### src/rtl/mem_port_arbiter_if.sv
// mem_port_arbiter_if: fetch/data request, grant and memory-port signals of mem_port_arbiter
interface mem_port_arbiter_if #(parameter int ADR_W = 32, parameter int DATA_W = 32);
  logic                  IReq_F;
  logic [ADR_W-1:0]      IAdr_F;
  logic                  IGrant;
  logic                  IValid;
  logic                  DReq_C;
  logic                  DWrite_C;
  logic [ADR_W-1:0]      DAdr_C;
  logic [DATA_W-1:0]     DWData_C;
  logic [DATA_W/8-1:0]   DByteEn_C;
  logic                  DGrant;
  logic                  DValid;
  logic [DATA_W-1:0]     RData;
  logic                  MemReq;
  logic                  MemWrite;
  logic [ADR_W-1:0]      MemAdr;
  logic [DATA_W-1:0]     MemWData;
  logic [DATA_W/8-1:0]   MemByteEn;
  logic                  MemReady;
  logic                  MemRValid;
  logic [DATA_W-1:0]     MemRData;
  logic                  StallFetch;
  logic                  StallData;
  modport slave (
    input  IReq_F, IAdr_F, DReq_C, DWrite_C, DAdr_C, DWData_C, DByteEn_C, MemReady, MemRValid, MemRData,
    output IGrant, IValid, DGrant, DValid, RData, MemReq, MemWrite, MemAdr, MemWData, MemByteEn, StallFetch, StallData
  );
  modport master (
    output IReq_F, IAdr_F, DReq_C, DWrite_C, DAdr_C, DWData_C, DByteEn_C, MemReady, MemRValid, MemRData,
    input  IGrant, IValid, DGrant, DValid, RData, MemReq, MemWrite, MemAdr, MemWData, MemByteEn, StallFetch, StallData
  );
endinterface

### src/rtl/mem_port_arbiter.sv
// mem_port_arbiter: single-outstanding fetch/data arbiter onto one memory port; ARB_STARVATION_GUARD_EN adds fetch anti-starvation.
module mem_port_arbiter #(
  parameter int ADR_W    = 32,
  parameter int DATA_W   = 32,
  parameter int MAX_WAIT = 4
) (
  input logic              clk,
  input logic              reset,
  mem_port_arbiter_if.slave bus
);
  typedef enum logic [2:0] {IDLE, I_REQ, D_REQ, I_WAIT, D_WAIT} state_t;
  state_t state_q, state_d;
  logic fetch_pri, sel_i, req;
`ifdef ARB_STARVATION_GUARD_EN
  localparam int CW = $clog2(MAX_WAIT + 1) < 3 ? 3 : $clog2(MAX_WAIT + 1);
  logic [CW-1:0] cnt_q, cnt_d;
  assign fetch_pri = bus.IReq_F && (!bus.DReq_C || cnt_q == CW'(MAX_WAIT));
  // counts IDLE arbitrations lost by a waiting fetch, saturating at MAX_WAIT
  assign cnt_d = (!bus.IReq_F || bus.IGrant) ? '0 :
                 (state_q == IDLE && req && !sel_i && cnt_q != CW'(MAX_WAIT)) ? cnt_q + 1'b1 : cnt_q;
  always_ff @(posedge clk or posedge reset)
    if (reset) cnt_q <= '0;
    else cnt_q <= cnt_d;
`else
  assign fetch_pri = bus.IReq_F && !bus.DReq_C && (MAX_WAIT >= 0);
`endif
  always_comb begin
    sel_i = state_q == I_REQ || (state_q == IDLE && fetch_pri);
    req = state_q == IDLE ? (bus.IReq_F || bus.DReq_C) :
          state_q == I_REQ ? bus.IReq_F : (state_q == D_REQ && bus.DReq_C);
    state_d = (state_q == IDLE || state_q == I_REQ || state_q == D_REQ) ?
              (!req ? IDLE : bus.MemReady ? (sel_i ? I_WAIT : D_WAIT) : (sel_i ? I_REQ : D_REQ)) :
              (bus.MemRValid ? IDLE : state_q);
  end
  always_ff @(posedge clk or posedge reset)
    if (reset) state_q <= IDLE;
    else state_q <= state_d;
  assign bus.MemReq     = !reset && req;
  assign bus.MemWrite   = bus.MemReq && !sel_i && bus.DWrite_C;
  assign bus.MemAdr     = bus.MemReq ? (sel_i ? bus.IAdr_F : bus.DAdr_C) : ADR_W'(0);
  assign bus.MemWData   = (bus.MemReq && !sel_i) ? bus.DWData_C : DATA_W'(0);
  assign bus.MemByteEn  = (bus.MemReq && !sel_i) ? bus.DByteEn_C : (DATA_W/8)'(0);
  assign bus.IGrant     = bus.MemReq && bus.MemReady && sel_i;
  assign bus.DGrant     = bus.MemReq && bus.MemReady && !sel_i;
  assign bus.IValid     = state_q == I_WAIT && bus.MemRValid;
  assign bus.DValid     = state_q == D_WAIT && bus.MemRValid;
  assign bus.RData      = bus.MemRData;
  assign bus.StallFetch = !reset && bus.IReq_F && !bus.IValid;
  assign bus.StallData  = !reset && bus.DReq_C && !bus.DValid;
endmodule

### src/flat_wrapper.sv
// flat-port wrapper written by rule: the top's interface ports become plain ports
module mem_port_arbiter_flat 
#(
  parameter int ADR_W    = 32,
  parameter int DATA_W   = 32,
  parameter int MAX_WAIT = 4
)
  (clk, reset, bus_IReq_F, bus_IAdr_F, bus_DReq_C, bus_DWrite_C, bus_DAdr_C, bus_DWData_C, bus_DByteEn_C, bus_MemReady, bus_MemRValid, bus_MemRData, bus_IGrant, bus_IValid, bus_DGrant, bus_DValid, bus_RData, bus_MemReq, bus_MemWrite, bus_MemAdr, bus_MemWData, bus_MemByteEn, bus_StallFetch, bus_StallData);
  mem_port_arbiter_if #(.ADR_W(ADR_W), .DATA_W(DATA_W)) bus_i ();
  input logic clk;
  input logic reset;
  input wire logic [$bits(bus_i.IReq_F)-1:0] bus_IReq_F;
  input wire logic [$bits(bus_i.IAdr_F)-1:0] bus_IAdr_F;
  input wire logic [$bits(bus_i.DReq_C)-1:0] bus_DReq_C;
  input wire logic [$bits(bus_i.DWrite_C)-1:0] bus_DWrite_C;
  input wire logic [$bits(bus_i.DAdr_C)-1:0] bus_DAdr_C;
  input wire logic [$bits(bus_i.DWData_C)-1:0] bus_DWData_C;
  input wire logic [$bits(bus_i.DByteEn_C)-1:0] bus_DByteEn_C;
  input wire logic [$bits(bus_i.MemReady)-1:0] bus_MemReady;
  input wire logic [$bits(bus_i.MemRValid)-1:0] bus_MemRValid;
  input wire logic [$bits(bus_i.MemRData)-1:0] bus_MemRData;
  output wire logic [$bits(bus_i.IGrant)-1:0] bus_IGrant;
  output wire logic [$bits(bus_i.IValid)-1:0] bus_IValid;
  output wire logic [$bits(bus_i.DGrant)-1:0] bus_DGrant;
  output wire logic [$bits(bus_i.DValid)-1:0] bus_DValid;
  output wire logic [$bits(bus_i.RData)-1:0] bus_RData;
  output wire logic [$bits(bus_i.MemReq)-1:0] bus_MemReq;
  output wire logic [$bits(bus_i.MemWrite)-1:0] bus_MemWrite;
  output wire logic [$bits(bus_i.MemAdr)-1:0] bus_MemAdr;
  output wire logic [$bits(bus_i.MemWData)-1:0] bus_MemWData;
  output wire logic [$bits(bus_i.MemByteEn)-1:0] bus_MemByteEn;
  output wire logic [$bits(bus_i.StallFetch)-1:0] bus_StallFetch;
  output wire logic [$bits(bus_i.StallData)-1:0] bus_StallData;
  assign bus_i.IReq_F = bus_IReq_F;
  assign bus_i.IAdr_F = bus_IAdr_F;
  assign bus_i.DReq_C = bus_DReq_C;
  assign bus_i.DWrite_C = bus_DWrite_C;
  assign bus_i.DAdr_C = bus_DAdr_C;
  assign bus_i.DWData_C = bus_DWData_C;
  assign bus_i.DByteEn_C = bus_DByteEn_C;
  assign bus_i.MemReady = bus_MemReady;
  assign bus_i.MemRValid = bus_MemRValid;
  assign bus_i.MemRData = bus_MemRData;
  assign bus_IGrant = bus_i.IGrant;
  assign bus_IValid = bus_i.IValid;
  assign bus_DGrant = bus_i.DGrant;
  assign bus_DValid = bus_i.DValid;
  assign bus_RData = bus_i.RData;
  assign bus_MemReq = bus_i.MemReq;
  assign bus_MemWrite = bus_i.MemWrite;
  assign bus_MemAdr = bus_i.MemAdr;
  assign bus_MemWData = bus_i.MemWData;
  assign bus_MemByteEn = bus_i.MemByteEn;
  assign bus_StallFetch = bus_i.StallFetch;
  assign bus_StallData = bus_i.StallData;
  mem_port_arbiter #(.ADR_W(ADR_W), .DATA_W(DATA_W), .MAX_WAIT(MAX_WAIT)) u_core (.clk(clk), .reset(reset), .bus(bus_i));
endmodule
### config.mk
export PLATFORM = sky130hd
export DESIGN_NAME = mem_port_arbiter_flat
export DESIGN_NICKNAME = d
export VERILOG_FILES = /design/src/rtl/mem_port_arbiter_if.sv /design/src/rtl/mem_port_arbiter.sv /design/src/flat_wrapper.sv
export SDC_FILE = /design/constraint.sdc
export NUM_CORES = 1
export LEC_CHECK = 0
export CAP_MARGIN = 20
export CORE_AREA = 2 2 97 99
export CTS_CLUSTER_DIAMETER = 60
export DETAILED_ROUTE_END_ITERATION = 7
export DIE_AREA = 0 0 99 101
export DONT_BUFFER_PORTS = 1
export MAX_ROUTING_LAYER = met4
export PLACE_DENSITY = 0.3
export SKIP_LAST_GASP = 1
export SLEW_MARGIN = 25
export SYNTH_ARGS = -nofsm -noshare
export SYNTH_HDL_FRONTEND = slang
export SYNTH_SLANG_ARGS = --single-unit
### constraint.sdc
create_clock -name clk -period 2.95 [get_ports clk]
set_input_delay 0.7375 -clock clk [delete_from_list [all_inputs] [get_ports clk]]
set_output_delay 0.7375 -clock clk [all_outputs]
set_load 0.05 [all_outputs]
Yosys cells after proc, flatten, opt, wreduce, memory -nomap -nowiden
Index checks and enable logic that the tools add are counted.
{ "word_totals": {"regBits": 3} }
{ "op_classes": {"n_eq_ne": 4, "mux": 12, "reduce_logical": 26} }
{ "ops": {"columns": ["operator", "n"], "rows": [
  ["2-to-1 mux 32 bit", 3],
  ["logical AND 1 bit", 15],
  ["2-to-1 mux 3 bit", 5],
  ["equality test 3 x 2 -> 1 bit, second input constant", 2],
  ["zero test 1 bit", 5],
  ["logical OR 1 bit", 4],
  ["2-to-1 mux 4 bit", 1],
  ["equality test 3 x 1 -> 1 bit, second input constant", 1],
  ["equality test 3 bit, second input constant", 1],
  ["zero test 3 bit", 1],
  ["2-to-1 mux 1 bit", 2],
  ["2-to-1 mux 2 bit", 1],
  ["nonzero test 2 bit", 1]
]} }

Logic depth before layout (Yosys ltp)
{ "logic_depth": {"ltp_word": 8, "mapped_depth": 8, "mapped_depth_nobuf": 6} }

Worst setup path before layout
No wires, ideal clock.
{ "synth_path": {"kind": "in2out", "startpoint": "in bus_MemRValid", "endpoint": "out bus_StallData", "t_arrival_ps": 2970, "path_slack_ps": -757, "path_stages": 3, "path_cell_list": "inv_1 -> nor4_1 -> nor3b_1"} }
{ "synth_via": {"elab_chain_len": 3} }
{ "synth_rtl": {"columns": ["element", "line", "rtl"], "rows": [
  ["from (decl)", "flat_wrapper.sv:20", "input wire logic [$bits(bus_i.MemRValid)-1:0] bus_MemRValid;"],
  ["logical AND 1 bit", "mem_port_arbiter.sv:46", "assign bus.DValid = state_q == D_WAIT && bus.MemRValid;"],
  ["named net bus_DValid", "flat_wrapper.sv:25", "output wire logic [$bits(bus_i.DValid)-1:0] bus_DValid;"],
  ["zero test 1 bit", "mem_port_arbiter.sv:49", "assign bus.StallData = !reset && bus.DReq_C && !bus.DValid;"],
  ["logical AND 1 bit", "mem_port_arbiter.sv:49", null],
  ["to (decl)", "flat_wrapper.sv:33", "output wire logic [$bits(bus_i.StallData)-1:0] bus_StallData;"]
]} }
The timed path passes the listed nets, and every way through them passes these cells.

Worst setup path in the final report
{ "layout_path": {"startpoint": "in bus_DReq_C", "endpoint": "out bus_MemAdr[8]"} }
{ "layout_via": {"elab_chain_len": 6} }
{ "layout_rtl": {"columns": ["element", "line", "rtl"], "rows": [
  ["from (decl)", "flat_wrapper.sv:14", "input wire logic [$bits(bus_i.DReq_C)-1:0] bus_DReq_C;"],
  ["zero test 1 bit", "mem_port_arbiter.sv:25", "assign fetch_pri = bus.IReq_F && !bus.DReq_C && (MAX_WAIT >= 0);"],
  ["logical AND 1 bit", "mem_port_arbiter.sv:25", null],
  ["logical AND 1 bit", "mem_port_arbiter.sv:28", "sel_i = state_q == I_REQ || (state_q == IDLE && fetch_pri);"],
  ["logical OR 1 bit", "mem_port_arbiter.sv:28", null],
  ["2-to-1 mux 32 bit", "mem_port_arbiter.sv:40", "assign bus.MemAdr = bus.MemReq ? (sel_i ? bus.IAdr_F : bus.DAdr_C) : ADR_W'(0);"],
  ["2-to-1 mux 32 bit *", "mem_port_arbiter.sv:40", null],
  ["to (decl)", "flat_wrapper.sv:29", "output wire logic [$bits(bus_i.MemAdr)-1:0] bus_MemAdr;"]
]} }
Mark *: on every way between the ends. The rest lies on a longest branch, timed or not.

==> flow_metrics.py <==
metrics = {
    "clock_network": {
        "cts_buffer_depth": 2,
        "ctsHoldBuffers": 0,
        "cts_tree": "done",
        "path_clk_slew_ps": 30,
        "cts_resized": 0,
        "root_buffer": "clkbuf_8",
        "cts_num_sinks": 3,
        "cts_buffers": 3,
        "htreeDepth": 1,
        "postCtsSetupBuffers": 0,
        "clkLatencyLatePin_ps": 220,
    },
    "sta": {
        "grt_setup_unrepaired": "no",
        "max_slew_margin": 0.6931,
        "slew_viol_final": 0,
        "fin_crit_sh": 0.8858,
        "clock.fmax_mhz": 382.7,
        "tns_ps": 0,
        "finalHoldViolCount": 0,
        "finalCriticalPeriod_ps": 2613,
        "fin_skew_ps": 3.620,
        "tightest_slew_ps": 460.3,
        "setup_viol": 0,
        "whs_ps": 274.9,
    },
    "synthesis": {
        "yosys.cell_types.count": 23,
        "synth_nets": 368,
        "postSynth.asyncResetShare": 1.000,
        "synth_ff_type": "dfrtp_1",
        "seq_area_frac_synth": 0.04329,
        "syn_inst": 228,
        "synthMostInstantiatedCell": "o211ai_1",
        "yosysTopAreaCell": "o211ai_1",
        "yosys_warnings": 0,
        "netlist_area_sq_mm": 0.001734,
        "ys_ff_latch": 3,
        "synth_edf_count": 0,
        "synth_top_area_frac": 0.2900,
        "synth_area_per_cell_sq_um": 7.606,
        "synth_area_leaders": "o211ai_1 (29%), mux2i_1 (18%), buf_4 (16%)",
        "synthTopCellsByCount": "o211ai_1 (67), and3_1 (39), buf_4 (37)",
    },
    "layout": {
        "reg_top3": "u_core.state_q x3",
        "drive_gt1_frac": 0.3760,
        "max_flop_register": "u_core.state_q",
        "n_antenna_cell": 0,
        "area_delta_synth_final_pct": 30.95,
        "fillers": 987,
        "largest_register_ffs": 3,
        "fin_nets": 391,
    },
    "floorplan": {
        "start_util": 0.1932,
        "die_h_um": 101,
        "die_x_um": 99,
        "rows": 35,
        "core-area_sq_mm": 0.008977,
        "num_io_pins": 247,
        "fp.dieArea_sq_mm": 0.009999,
    },
    "routing": {
        "routedWlPerCell_um": 15.28,
        "drt-vias-per-instance": 5.100,
        "drcViolationCount": 0,
        "postRouteAntennaNets": 0,
        "wl_mm": 5.517,
        "first_iter_violations": 52,
        "route.vias.total": 1841,
        "firstDrtPassIters": 4,
    },
    "critical_path": {
        "end_kind": "primary output",
        "r2r-start": "u_core.state_q[1]",
        "reg2reg_depth": 7,
        "crit_arrival_ps": 1880,
        "cp.required_ps": 2210,
        "cp_max_fo": 56,
        "critPathLaunchType": "primary input",
        "rrSetupSlack_ps": 1200,
        "path_class": "in -> out",
        "timing.rr.end": "u_core.state_q[1]",
    },
    "power": {
        "power.switching_mw": 1.136,
        "power_frac_seq": 0.050,
        "pwr-share-comb": 0.883,
        "leakagePower_nw": 1.006,
        "switching_share": 0.6326,
        "vdd_drop_max_mv": 0.2732,
        "p_per_area_mw_per_mm2": 790.9,
        "clkPwrFrac": 0.067,
        "p_int_uw": 659.9,
    },
    "status": {
        "run_status": "finished clean",
    },
    "global_routing": {
        "grt_pass1_vias": 1527,
        "track_usage": 0.09368,
        "grt_overflow": 0,
        "grt_max_degree": 74,
        "grt_pass1_wl_mm": 7.728,
        "antenna_found_initial": 0,
    },
    "placed_design": {
        "dpl.hpwl_mm": 4.266,
        "portBuffers": 0,
        "gp_congestion": 0.6933,
    },
    "worst_hold_path": {
        "worstHoldPathType": "in -> async",
    },
    "flow_run": {
        "cap_violations": 0,
    },
}
critical path, cell delays in order:
cell	delay, ps
nor2b_4	140
buf_4	410
o211ai_1	180
mux2i_1	150
buf_4	220
worst max-delay path by stage:
stage,startpoint,to,slack (ps),cells past startpoint
after floorplan,bus_MemRValid,bus_StallData,20,3
after global placement,bus_DReq_C,bus_MemAdr[8],390,5
after detailed placement,bus_DReq_C,bus_MemAdr[8],360,5
after CTS,bus_DReq_C,bus_MemAdr[8],360,5
after global routing,bus_DReq_C,bus_MemAdr[2],250,5
final,bus_DReq_C,bus_MemAdr[8],340,5
metal layers:
metal  vias up  wire length (um)  track usage
li1        886                 -            -
met1       836              2211       0.1166
met2       113              2645       0.1544
met3         6               638      0.02497
met4         0                22      0.01686
met5         -                 0            -
kinds of logic after synthesis:
logic type | after synthesis | share of synthesized area
multiplexers | 32 | 0.1847
AO/OA/AOI/OAI | 71 | 0.3045
adder cells (fa/ha/maj) | 1 | 0.007214
AND/OR/NAND/NOR | 51 | 0.1862
buffers and inverters | 70 | 0.2742
flip-flops | 3 | 0.04329
cell type report:
type                            instances  area, sq um  share of cell area
Clock buffer                            4        45.04             0.01983
Inverter                                4        15.01            0.006612
Multi-Input combinational cell        155         1216              0.5355
Sequential cell                         3        75.07             0.03306
Tap cell                              111        138.9             0.06116
Timing Repair Buffer                   84        780.7              0.3438
power groups by stage:
stage / logic, mW / clock network [mW] / registers, mW
2_1_floorplan: 1.36 / 0 / 0.0782
3_3_place_gp: 1.60 / 0 / 0.0907
3_5_place_dp: 1.60 / 0 / 0.0904
4_1_cts: 1.60 / 0.122 / 0.0896
5_1_grt: 1.68 / 0.124 / 0.0921
6_report: 1.59 / 0.120 / 0.0898
cells in the final DEF (no fill, tap or decap):
cell type  instances
o21ai_0            1
nor3b_2            2
and3_1            39
o21a_2             1
nand2_1            2
nand3b_1           1
o211ai_1          67
buf_4             72
ha_1               1
clkbuf_8           3
o21ai_1            1
inv_1              4
nor2_4             1
nor2_1             1
nor4_2             1
nor2b_4            2
clkbuf_1           1
buf_12            12
o21a_1             1
nor2b_1            1
and4_1             1
dfrtp_1            3
mux2i_1           32
metrics by stage:
| stage | total power [mW] | area [sq um] | utilization | cells | worst slack, ps |
|---|---|---|---|---|---|
| after floorplan | 1.440 | 1745 | - | 228 | 18.92 |
| after global placement | 1.687 | 2226 | 0.2479 | 357 | 387.6 |
| after detailed placement | 1.688 | 2226 | 0.2479 | 357 | 362.9 |
| after CTS | 1.811 | 2271 | 0.2530 | 361 | 361.0 |
| after global routing | 1.892 | 2271 | 0.2530 | 361 | 247.1 |
| final | 1.796 | 2271 | 0.2530 | 361 | 336.8 |
Power figures use the tool's default switching activity.
